==> config.mk <==
export PLATFORM = sky130hd
export DESIGN_NAME = queen_solver_flat
export DESIGN_NICKNAME = d
export VERILOG_FILES = /design/src/rtl/queen_solver_if.sv /design/src/rtl/queen_solver.sv /design/src/flat_wrapper.sv
export SDC_FILE = /design/constraint.sdc
export NUM_CORES = 1
export LEC_CHECK = 0
export CORE_ASPECT_RATIO = 1.5
export CORE_MARGIN = 8
export CORE_UTILIZATION = 30
export DETAILED_ROUTE_END_ITERATION = 10
export MAX_ROUTING_LAYER = met4
export SLEW_MARGIN = 20
export SYNTH_ARGS = -nofsm -noshare
export SYNTH_HDL_FRONTEND = slang
export SYNTH_SLANG_ARGS = --single-unit
==> constraint.sdc <==
create_clock -name clk -period 9.1 [get_ports clk]
set_input_delay 1.365 -clock clk [delete_from_list [all_inputs] [get_ports clk]]
set_output_delay 1.365 -clock clk [all_outputs]
set_load 0.005 [all_outputs]
==> src/rtl/queen_solver_if.sv <==
// Control handshake and solution stream bundle for queen_solver.
// The master drives the requests and the slave drives the results.
interface queen_solver_if #(
  parameter int N  = 8,
  parameter int LN = 5,
  parameter int CW = 32
) ();
  logic            start;
  logic            mode;
  logic            abort;
  logic            busy;
  logic            done;
  logic            found;
  logic [CW-1:0]   count;
  logic            sat;
  logic            sol_valid;
  logic            sol_ready;
  logic [N*LN-1:0] sol_cols;

  modport master (
    output start, mode, abort, sol_ready,
    input  busy, done, found, count, sat, sol_valid, sol_cols
  );

  modport slave (
    input  start, mode, abort, sol_ready,
    output busy, done, found, count, sat, sol_valid, sol_cols
  );
endinterface

==> src/rtl/queen_solver.sv <==
// N-queens backtracking engine: tests one candidate per cycle and streams
// each solution found over a valid/ready port.
module queen_solver #(
  parameter int N  = 8,
  parameter int LN = 5,
  parameter int CW = 32
) (
  input logic           clk,
  input logic           rst,
  queen_solver_if.slave bus
);
  localparam int DW = 2 * N - 1;
  localparam int SW = N * LN;

  typedef enum logic [1:0] {S_IDLE, S_SEARCH, S_EMIT, S_DONE} state_e;

  state_e        state_q, state_d;
  logic [LN-1:0] row_q, row_d;
  logic [LN-1:0] cand_q, cand_d;
  logic [SW-1:0] place_q, place_d;
  logic [SW-1:0] sol_q, sol_d;
  logic [N-1:0]  colm_q, colm_d;
  logic [DW-1:0] dgm_q, dgm_d;
  logic [DW-1:0] adm_q, adm_d;
  logic          mode_q, mode_d;
  logic          found_q, found_d;
  logic          sat_q, sat_d;
  logic [CW-1:0] count_q, count_d;

  function automatic logic [N-1:0] col_bit(input logic [LN-1:0] c);
    return N'(1) << c;
  endfunction

  function automatic logic [DW-1:0] dg_bit(input logic [LN-1:0] r, input logic [LN-1:0] c);
    return DW'(1) << (32'(r) + 32'(c));
  endfunction

  function automatic logic [DW-1:0] ad_bit(input logic [LN-1:0] r, input logic [LN-1:0] c);
    return DW'(1) << (32'(r) + 32'(N - 1) - 32'(c));
  endfunction

  logic [LN-1:0] row_m1, prev_col, last_col, un_row, un_col;
  logic [N-1:0]  pc_bit, uc_bit;
  logic [DW-1:0] pd_bit, pa_bit, ud_bit, ua_bit;
  logic [SW-1:0] slot_mask, slot_val;
  logic          legal, cand_end, last_row;

  assign row_m1   = row_q - LN'(1);
  assign prev_col = LN'(place_q >> (LN * 32'(row_m1)));
  assign last_col = LN'(place_q >> (LN * 32'(row_q)));

  // Undo targets the previous row when backtracking, the last row after an emit.
  assign un_row = (state_q == S_EMIT) ? row_q : row_m1;
  assign un_col = (state_q == S_EMIT) ? last_col : prev_col;

  assign pc_bit = col_bit(cand_q);
  assign pd_bit = dg_bit(row_q, cand_q);
  assign pa_bit = ad_bit(row_q, cand_q);
  assign uc_bit = col_bit(un_col);
  assign ud_bit = dg_bit(un_row, un_col);
  assign ua_bit = ad_bit(un_row, un_col);

  assign cand_end  = (cand_q == LN'(N));
  assign last_row  = (row_q == LN'(N - 1));
  assign legal     = ((colm_q & pc_bit) == '0) && ((dgm_q & pd_bit) == '0) &&
                     ((adm_q & pa_bit) == '0);
  assign slot_mask = SW'({LN{1'b1}}) << (LN * 32'(row_q));
  assign slot_val  = SW'(cand_q) << (LN * 32'(row_q));

  always_comb begin
    state_d = state_q;
    row_d   = row_q;
    cand_d  = cand_q;
    place_d = place_q;
    sol_d   = sol_q;
    colm_d  = colm_q;
    dgm_d   = dgm_q;
    adm_d   = adm_q;
    mode_d  = mode_q;
    found_d = found_q;
    sat_d   = sat_q;
    count_d = count_q;
    unique case (state_q)
      S_IDLE: begin
        if (bus.start) begin
          state_d = S_SEARCH;
          row_d   = '0;
          cand_d  = '0;
          colm_d  = '0;
          dgm_d   = '0;
          adm_d   = '0;
          count_d = '0;
          sat_d   = 1'b0;
          found_d = 1'b0;
          mode_d  = bus.mode;
        end
      end
      S_SEARCH: begin
        if (bus.abort) begin
          state_d = S_IDLE;
        end else if (cand_end) begin
          if (row_q == '0) begin
            state_d = S_DONE;
          end else begin
            row_d  = row_m1;
            cand_d = prev_col + LN'(1);
            colm_d = colm_q & ~uc_bit;
            dgm_d  = dgm_q & ~ud_bit;
            adm_d  = adm_q & ~ua_bit;
          end
        end else if (legal) begin
          colm_d  = colm_q | pc_bit;
          dgm_d   = dgm_q | pd_bit;
          adm_d   = adm_q | pa_bit;
          place_d = (place_q & ~slot_mask) | slot_val;
          if (last_row) begin
            state_d = S_EMIT;
            sol_d   = (place_q & ~slot_mask) | slot_val;
            found_d = 1'b1;
            if (count_q == '1) sat_d = 1'b1;
            else count_d = count_q + CW'(1);
          end else begin
            row_d  = row_q + LN'(1);
            cand_d = '0;
          end
        end else begin
          cand_d = cand_q + LN'(1);
        end
      end
      S_EMIT: begin
        if (bus.abort) begin
          state_d = S_IDLE;
        end else if (bus.sol_ready) begin
          if (mode_q) begin
            state_d = S_DONE;
          end else begin
            state_d = S_SEARCH;
            cand_d  = last_col + LN'(1);
            colm_d  = colm_q & ~uc_bit;
            dgm_d   = dgm_q & ~ud_bit;
            adm_d   = adm_q & ~ua_bit;
          end
        end
      end
      S_DONE:  state_d = S_IDLE;
      default: state_d = S_IDLE;
    endcase
  end

  always_ff @(posedge clk or posedge rst) begin
    if (rst) begin
      state_q <= S_IDLE;
      row_q   <= '0;
      cand_q  <= '0;
      place_q <= '0;
      sol_q   <= '0;
      colm_q  <= '0;
      dgm_q   <= '0;
      adm_q   <= '0;
      mode_q  <= 1'b0;
      found_q <= 1'b0;
      sat_q   <= 1'b0;
      count_q <= '0;
    end else begin
      state_q <= state_d;
      row_q   <= row_d;
      cand_q  <= cand_d;
      place_q <= place_d;
      sol_q   <= sol_d;
      colm_q  <= colm_d;
      dgm_q   <= dgm_d;
      adm_q   <= adm_d;
      mode_q  <= mode_d;
      found_q <= found_d;
      sat_q   <= sat_d;
      count_q <= count_d;
    end
  end

  assign bus.busy      = (state_q == S_SEARCH) || (state_q == S_EMIT);
  assign bus.done      = (state_q == S_DONE);
  assign bus.sol_valid = (state_q == S_EMIT);
  assign bus.found     = found_q;
  assign bus.sat       = sat_q;
  assign bus.count     = count_q;
  assign bus.sol_cols  = sol_q;
endmodule

==> src/flat_wrapper.sv <==
// flat-port wrapper written by rule: the top's interface ports become plain ports
module queen_solver_flat 
#(
  parameter int N  = 8,
  parameter int LN = 5,
  parameter int CW = 32
)
  (clk, rst, bus_start, bus_mode, bus_abort, bus_sol_ready, bus_busy, bus_done, bus_found, bus_count, bus_sat, bus_sol_valid, bus_sol_cols);
  queen_solver_if #(.N(N), .LN(LN), .CW(CW)) bus_i ();
  input logic clk;
  input logic rst;
  input wire logic [$bits(bus_i.start)-1:0] bus_start;
  input wire logic [$bits(bus_i.mode)-1:0] bus_mode;
  input wire logic [$bits(bus_i.abort)-1:0] bus_abort;
  input wire logic [$bits(bus_i.sol_ready)-1:0] bus_sol_ready;
  output wire logic [$bits(bus_i.busy)-1:0] bus_busy;
  output wire logic [$bits(bus_i.done)-1:0] bus_done;
  output wire logic [$bits(bus_i.found)-1:0] bus_found;
  output wire logic [$bits(bus_i.count)-1:0] bus_count;
  output wire logic [$bits(bus_i.sat)-1:0] bus_sat;
  output wire logic [$bits(bus_i.sol_valid)-1:0] bus_sol_valid;
  output wire logic [$bits(bus_i.sol_cols)-1:0] bus_sol_cols;
  assign bus_i.start = bus_start;
  assign bus_i.mode = bus_mode;
  assign bus_i.abort = bus_abort;
  assign bus_i.sol_ready = bus_sol_ready;
  assign bus_busy = bus_i.busy;
  assign bus_done = bus_i.done;
  assign bus_found = bus_i.found;
  assign bus_count = bus_i.count;
  assign bus_sat = bus_i.sat;
  assign bus_sol_valid = bus_i.sol_valid;
  assign bus_sol_cols = bus_i.sol_cols;
  queen_solver #(.N(N), .LN(LN), .CW(CW)) u_core (.clk(clk), .rst(rst), .bus(bus_i));
endmodule
After elaboration in Yosys (flattened, before gate mapping)

Cells that the tools add are included.

Output and inout port bits: 77
Word-level logic and storage cells: 170
Register bits: 165
Input bits: 6

Shifts and indexed selects: 10
Add/subtract/negate cells: 12
Equal/unequal tests: 24
Bitwise logic cells: 17
Reductions and logical operators: 20
$mul: 2
Multiplexer cells: 73

Operator list:

| operator                                                            | number |
|---|---|
| 15-bit 2-to-1 mux                                                   | 15 |
| 32-bit 2-to-1 mux                                                   | 6 |
| 1-bit by 32-bit left shift with 15-bit output, first input constant | 4 |
| 15-bit one-hot mux with 3 select lines                              | 2 |
| 5-bit 2-to-1 mux                                                    | 16 |
| 40-bit by 8-bit >> shifter with 5-bit output                        | 2 |
| 8-bit 2-to-1 mux                                                    | 8 |
| 32-bit one-hot mux with 2 select lines                              | 1 |
| 32-bit by 5-bit subtractor with 32-bit output                       | 2 |
| 15-bit AND                                                          | 4 |
| 40-bit AND                                                          | 1 |
| 40-bit NOT                                                          | 1 |
| 40-bit OR                                                           | 1 |
| 5-bit by 8-bit left shift with 40-bit output                        | 1 |
| 5-bit by 8-bit left shift with 40-bit output, first input constant  | 1 |
| 32-bit by 1-bit adder with 32-bit output, second input constant     | 1 |
| 32-bit equality test, second input constant                         | 1 |
| 15-bit logical NOT                                                  | 2 |
| 15-bit NOT                                                          | 2 |
| 15-bit OR                                                           | 2 |
| 8-bit one-hot mux with 3 select lines                               | 1 |
| 5-bit by 1-bit adder with 5-bit output, second input constant       | 4 |
| 2-bit 2-to-1 mux                                                    | 9 |
| 8-bit AND                                                           | 2 |
| 37 further kinds                                                    | 69 |

Longest topological paths before layout

Depth in word-level cells: 12
Depth in mapped cells: 21
Gate-level depth less buffers: 19

Worst setup path before layout

OpenSTA, ideal clock, no wires.

Kind: register -> register
Start: register u_core.state_q[0]
End: register u_core.adm_q[2]
Buffers on the path: 3
Data required time: 8978 ps
Library setup time: 122 ps
Cell stages (with the launch flop): 21
Slack: 4144 ps
Period minus slack after synthesis: 4956 ps
Arrival time: 4834 ps
Cell sequence: dfrtp_1 inv_1 ha_1 buf_1 clkbuf_1 clkbuf_1 xnor2_1 inv_1 ha_1 xnor3_1 nor2b_1 a2111oi_4 nand2_1 o31ai_2 nand2_1 nand2_1 a21oi_1 ha_1 nand4b_4 or4_1 a32o_1

Cells in the longest elaborated chain, start to end: 11
Elaborated cells between the ends (all ways): 26
Classes of those cells: add/sub (2); eq/ne (9); shift (1); mux (9); bitwise (2); reduce/logical (3)

Ends and longest elaborated chain:

| item                                          | line                                     | RTL |
|---|---|---|
| start: declaration                            | queen_solver.sv:17                       | `state_e state_q, state_d;` |
| start signal: assignment                      | queen_solver.sv:165                      | `state_q <= state_d;` |
| 2-bit equality test *                         | n/a                                      |  |
| net bus_sol_valid                             | flat_wrapper.sv:21                       | `output wire logic [$bits(bus_i.sol_valid)-1:0] bus_sol_valid;` |
| 5-bit 2-to-1 mux                              | queen_solver.sv:53                       | `assign un_row = (state_q == S_EMIT) ? row_q : row_m1;` |
| 5-bit by 3-bit adder with 6-bit output        | queen_solver.sv:39                       | `return DW'(1) << (32'(r) + 32'(N - 1) - 32'(c));` |
| 32-bit by 5-bit subtractor with 32-bit output | queen_solver.sv:39                       |  |
| 1-bit by 32-bit left shift with 15-bit output | queen_solver.sv:39                       |  |
| 15-bit NOT                                    | queen_solver.sv:109, queen_solver.sv:141 |  |
| 15-bit AND                                    | queen_solver.sv:109, queen_solver.sv:141 |  |
| 15-bit 2-to-1 mux (on tied branches)          | queen_solver.sv:134, queen_solver.sv:102 |  |
| 15-bit 2-to-1 mux (on tied branches)          | queen_solver.sv:133, queen_solver.sv:101 |  |
| 15-bit 2-to-1 mux (on tied branches)          | queen_solver.sv:131, queen_solver.sv:99  |  |
| 15-bit one-hot mux with 3 select lines        | queen_solver.sv:83                       | `unique case (state_q)` |
| end signal: assignment                        | queen_solver.sv:172                      | `adm_q <= adm_d;` |
| end: declaration                              | queen_solver.sv:24                       | `logic [DW-1:0] adm_q, adm_d;` |

Mark *: on every way through the listed nets, which the timed path passes. The rest lies on a longest branch. The select of a mux whose other input is x is not followed.
A chain may end at the register's enable or synchronous reset.

Final worst setup path

Start: register u_core.row_q[0]
End: register u_core.count_q[1], in the netlist u_core.bus.count[1]

Cells in the longest elaborated chain, start to end: 8
Elaborated cells between the ends (all ways): 15
Classes of those cells: add/sub (3); eq/ne (3); shift (2); bitwise (2); reduce/logical (5)

Ends and longest elaborated chain:

| item                                                                                                                  | line                                   | RTL |
|---|---|---|
| start: declaration                                                                                                    | queen_solver.sv:18                     | `logic [LN-1:0] row_q, row_d;` |
| start signal: assignment                                                                                              | queen_solver.sv:166                    | `row_q <= row_d;` |
| 5-bit by 3-bit adder with 6-bit output / 5-bit by 5-bit adder with 6-bit output (equally long branches)               | queen_solver.sv:39, queen_solver.sv:35 |  |
| 32-bit by 5-bit subtractor with 32-bit output / 1-bit by 32-bit left shift with 15-bit output (equally long branches) | queen_solver.sv:39, queen_solver.sv:35 |  |
| 1-bit by 32-bit left shift with 15-bit output / 15-bit AND (equally long branches)                                    | queen_solver.sv:39, queen_solver.sv:65 |  |
| 15-bit AND / 15-bit logical NOT (equally long branches)                                                               | queen_solver.sv:66, queen_solver.sv:65 |  |
| 15-bit logical NOT / 1-bit logical AND (equally long branches)                                                        | queen_solver.sv:66, queen_solver.sv:65 |  |
| 1-bit logical AND                                                                                                     | queen_solver.sv:65                     | `assign legal = ((colm_q & pc_bit) == '0) && ((dgm_q & pd_bit) == '0) &&` |
| 2-bit by 1-bit inequality test with 1-bit output (no source line)                                                     | n/a                                    |  |
| 7-bit AND reduction (no source line) *                                                                                | n/a                                    |  |
| end signal: assignment                                                                                                | queen_solver.sv:176                    | `count_q <= count_d;` |
| end: declaration                                                                                                      | queen_solver.sv:28                     | `logic [CW-1:0] count_q, count_d;` |

Mark *: on every way between the ends. The rest lies on a longest branch, timed or not.

==> impl_metrics.toml <==
[logic_synthesis]
synth.avg_cell_area_um2 = 9.13
async_reset_ff_share_pct = 100
yosys_warnings = 0
synth_edf_count = 0
yosys-top-cells-area = "dfrtp_1, o21ai_0, nand2_1"
ys_ff_latch = 165
ys_top_cells_by_count = "nand2_1, dfrtp_1, o21ai_0, nor2_1, mux2i_1"
syn_inst = 1192
synth_top_cell_area_share_pct = 37.9
syn-cell-area_mm2 = 0.0109
synth.most_common_cell = "nand2_1"
synth_fp_nets = 1233
ys_seq_area_share_pct = 37.9
yosys.area.top_type = "dfrtp_1"
synth-main-ff-cell = "dfrtp_1"
synthDistinctLibCells = 91

[worst_setup_path]
rr_startpoint = "u_core.row_q[0]$_DFFE_PP0P_"
crit_buf_inv = 3
cp_max_fo = 32
crit_chain = "buf_4 -> inv_2 -> ha_1 -> inv_2 -> ha_1 -> nand2b_1 -> a21oi_2 -> a21o_1 -> a21oi_1 -> ha_1 -> nor4b_1 -> nand4_1 -> o2111ai_2 -> nor2_1 -> o21ai_0 -> o21ai_0 -> a22o_1"
crit_family = "compound AO/OA/AOI/OAI gates"
slowest_stage = "ha_1"
worstSetupEndpointType = "register"
r2r_setup_slack_ns = 3.18
arrival_ns = 6.25
r2r_end = "u_core.bus.count[1]$_DFFE_PP0P_"
path_common_cell = "ha_1"
slowest_delay_ns = 0.81
start_kind = "register"
crit_type = "register to register"
cp_num_cells = 17
crit_path_start = "u_core.row_q[0]$_DFFE_PP0P_"
cp_data_required_time_ns = 9.44
reg2regPathDepth = 17

[clocking]
clk_latency_ns = 0.46
cts_made_buffers = 17
cts_resized = 0
cts-root-buf = "clkbuf_16"
clk_path_buf_depth = 2
hold_buffers = 0
path_clk_slew_ns = 0.07
cts_tree = "done"
cts_max_level = 4
postCtsSetupRepairBufs = 0
clock-sinks = 165

[sta]
setup_viol = 0
fin_worst_skew_ns = 0.0138
holdWs_ns = 0.479
max_freq_ghz = 0.169
fin_crit_ns = 5.92
rsz0062_at_grt = "no"
hold_violations = 0
post-route-period-util_pct = 65.0
slew_headroom_pct = 30.7
timing.setup.tns_ns = 0
worstMarginPinSlew_ns = 1.03
drv_slew = 0

[grt]
overflow = 0
grt_use_total_pct = 17.4
antenna_found_initial = 1
grt_pass1_vias = 9812
grt_pass1_wl_um = 56400
grt_max_degree = 80

[drt]
detail-route-antenna-nets = 0
viasPerCell = 5.61
routedWlPerCell_um = 20.6
drtPass1Iterations = 5
postRouteWirelength_um = 35900
drt_iter0_drc = 623
num_vias = 9765
drc = 0

[power_and_ir_drop]
p_per_area_mw_per_mm2 = 347
p_leak_nw = 5.15
max-vdd-ir-drop_uv = 263

[min_path]
hold_end = "u_core.bus.sol_cols[8]$_DFFE_PP0P_"
worstHoldPathType = "register to register"
holdCritStartpoint = "u_core.bus.sol_cols[8]$_DFFE_PP0P_"
hold_depth = 2

[final_layout]
layout.nets = 1292
area_growth_pct = 17.6
drive_gt1_share_pct = 8.31

[die]
die_h_um = 249
rows = 85
ios = 83
initial_core_util_pct = 30.4
die_area_mm2 = 0.0428
core_mm2 = 0.0358
fp.dieW_um = 172

[run]
maxCapViolations = 0

[status]
status = "complete, no violations"

[placed_design]
io_buffers = 82
dp_hpwl_um = 26700
gp_congestion = 0.961
[metrics by stage]
step | instances | total power [mW] | area, um2 | utilization, % | setup WS (ns)
global placement | 1710 | 3.62 | 12200 | 34.0 | 3.45
CTS | 1741 | 4.42 | 12800 | 35.7 | 3.25
floorplan | 1192 | 2.85 | 10900 | - | 3.27
finish | 1742 | 4.44 | 12800 | 35.7 | 3.18
global route | 1742 | 4.70 | 12800 | 35.7 | 2.65
detailed placement | 1710 | 3.65 | 12200 | 34.0 | 3.27
[cells in the final DEF (no fill, tap or decap), types with 18 or more instances in the layout]
| cell | count |
|---|---|
| clkdlybuf4s50_1 | 82 |
| a21oi_1 | 40 |
| nor2_1 | 63 |
| nand3_1 | 37 |
| nor3_1 | 21 |
| xnor2_1 | 32 |
| inv_1 | 35 |
| o21ai_0 | 131 |
| ha_1 | 33 |
| dfrtp_1 | 165 |
| mux4_2 | 18 |
| mux2i_1 | 53 |
| xor2_1 | 20 |
| nand2_1 | 172 |
| buf_4 | 19 |
| and2_1 | 19 |
| o211ai_1 | 25 |
[layer usage]
layer / vias up / track usage, % / share of wire [%]
met1: 4772 / 18.2 / 38
met2: 355 / 29.8 / 52
met4: 0 / 11.1 / 5.8
met3: 129 / 2.73 / 4.1
li1: 4509 / - / -
met5: - / - / 0
[final cells by class]
class | instances | area, um2
tap | 478 | 598
clock buffer | 17 | 425
antenna | 1 | 2.50
multi-input combinational | 926 | 6360
fill | 3757 | 23000
clock inverter | 14 | 164
timing repair buffer | 101 | 963
inverter | 40 | 158
sequential | 165 | 4130
[kinds of logic after synthesis]
| logic type | synth area share [%] |
|---|---|
| fa+ha+maj | 4.16 |
| flops | 37.9 |
| compound gates | 19.6 |
| mux | 10.0 |
| buf+inv | 3.84 |
| xor+xnor | 4.64 |
| simple gates | 19.8 |
[tightest hold or removal path, stage by stage (launching register included)]
cell and delay, ns:
dfrtp_1 0.34, nand2_1 0.04, o21ai_0 0.06
[report_power, final]
| group | leakage [nW] | switching [mW] | total, mW | internal [mW] |
|---|---|---|---|---|
| clock | 0.280 | 0.336 | 0.746 | 0.411 |
| combinational | 2.58 | 1.90 | 2.85 | 0.951 |
| sequential | 2.29 | 0.0570 | 0.847 | 0.790 |
| total | 5.15 | 2.29 | 4.44 | 2.15 |
[flip-flops by register name, indices dropped and copies added, names as in the netlist]
register / count
u_core.colm_q: 8
u_core.mode_q: 1
u_core.cand_q: 5
u_core.dgm_q: 15
u_core.place_q: 40
u_core.state_q: 2
u_core.adm_q: 15
u_core.bus.found: 1
u_core.bus.sol_cols: 40
u_core.bus.count: 32
u_core.row_q: 5
u_core.bus.sat: 1
[how the worst max path moves through the flow]
stage | end | slack [ns]
2_1_floorplan | u_core.adm_q[0]$_DFFE_PP0P_ | 3.27
3_3_place_gp | u_core.colm_q[1]$_DFFE_PP0P_ | 3.45
3_5_place_dp | u_core.bus.count[1]$_DFFE_PP0P_ | 3.27
4_1_cts | u_core.bus.count[1]$_DFFE_PP0P_ | 3.25
5_1_grt | u_core.bus.count[0]$_DFFE_PP0P_ | 2.65
6_report | u_core.bus.count[1]$_DFFE_PP0P_ | 3.18
Note: power is estimated with default switching activity, not from simulation.
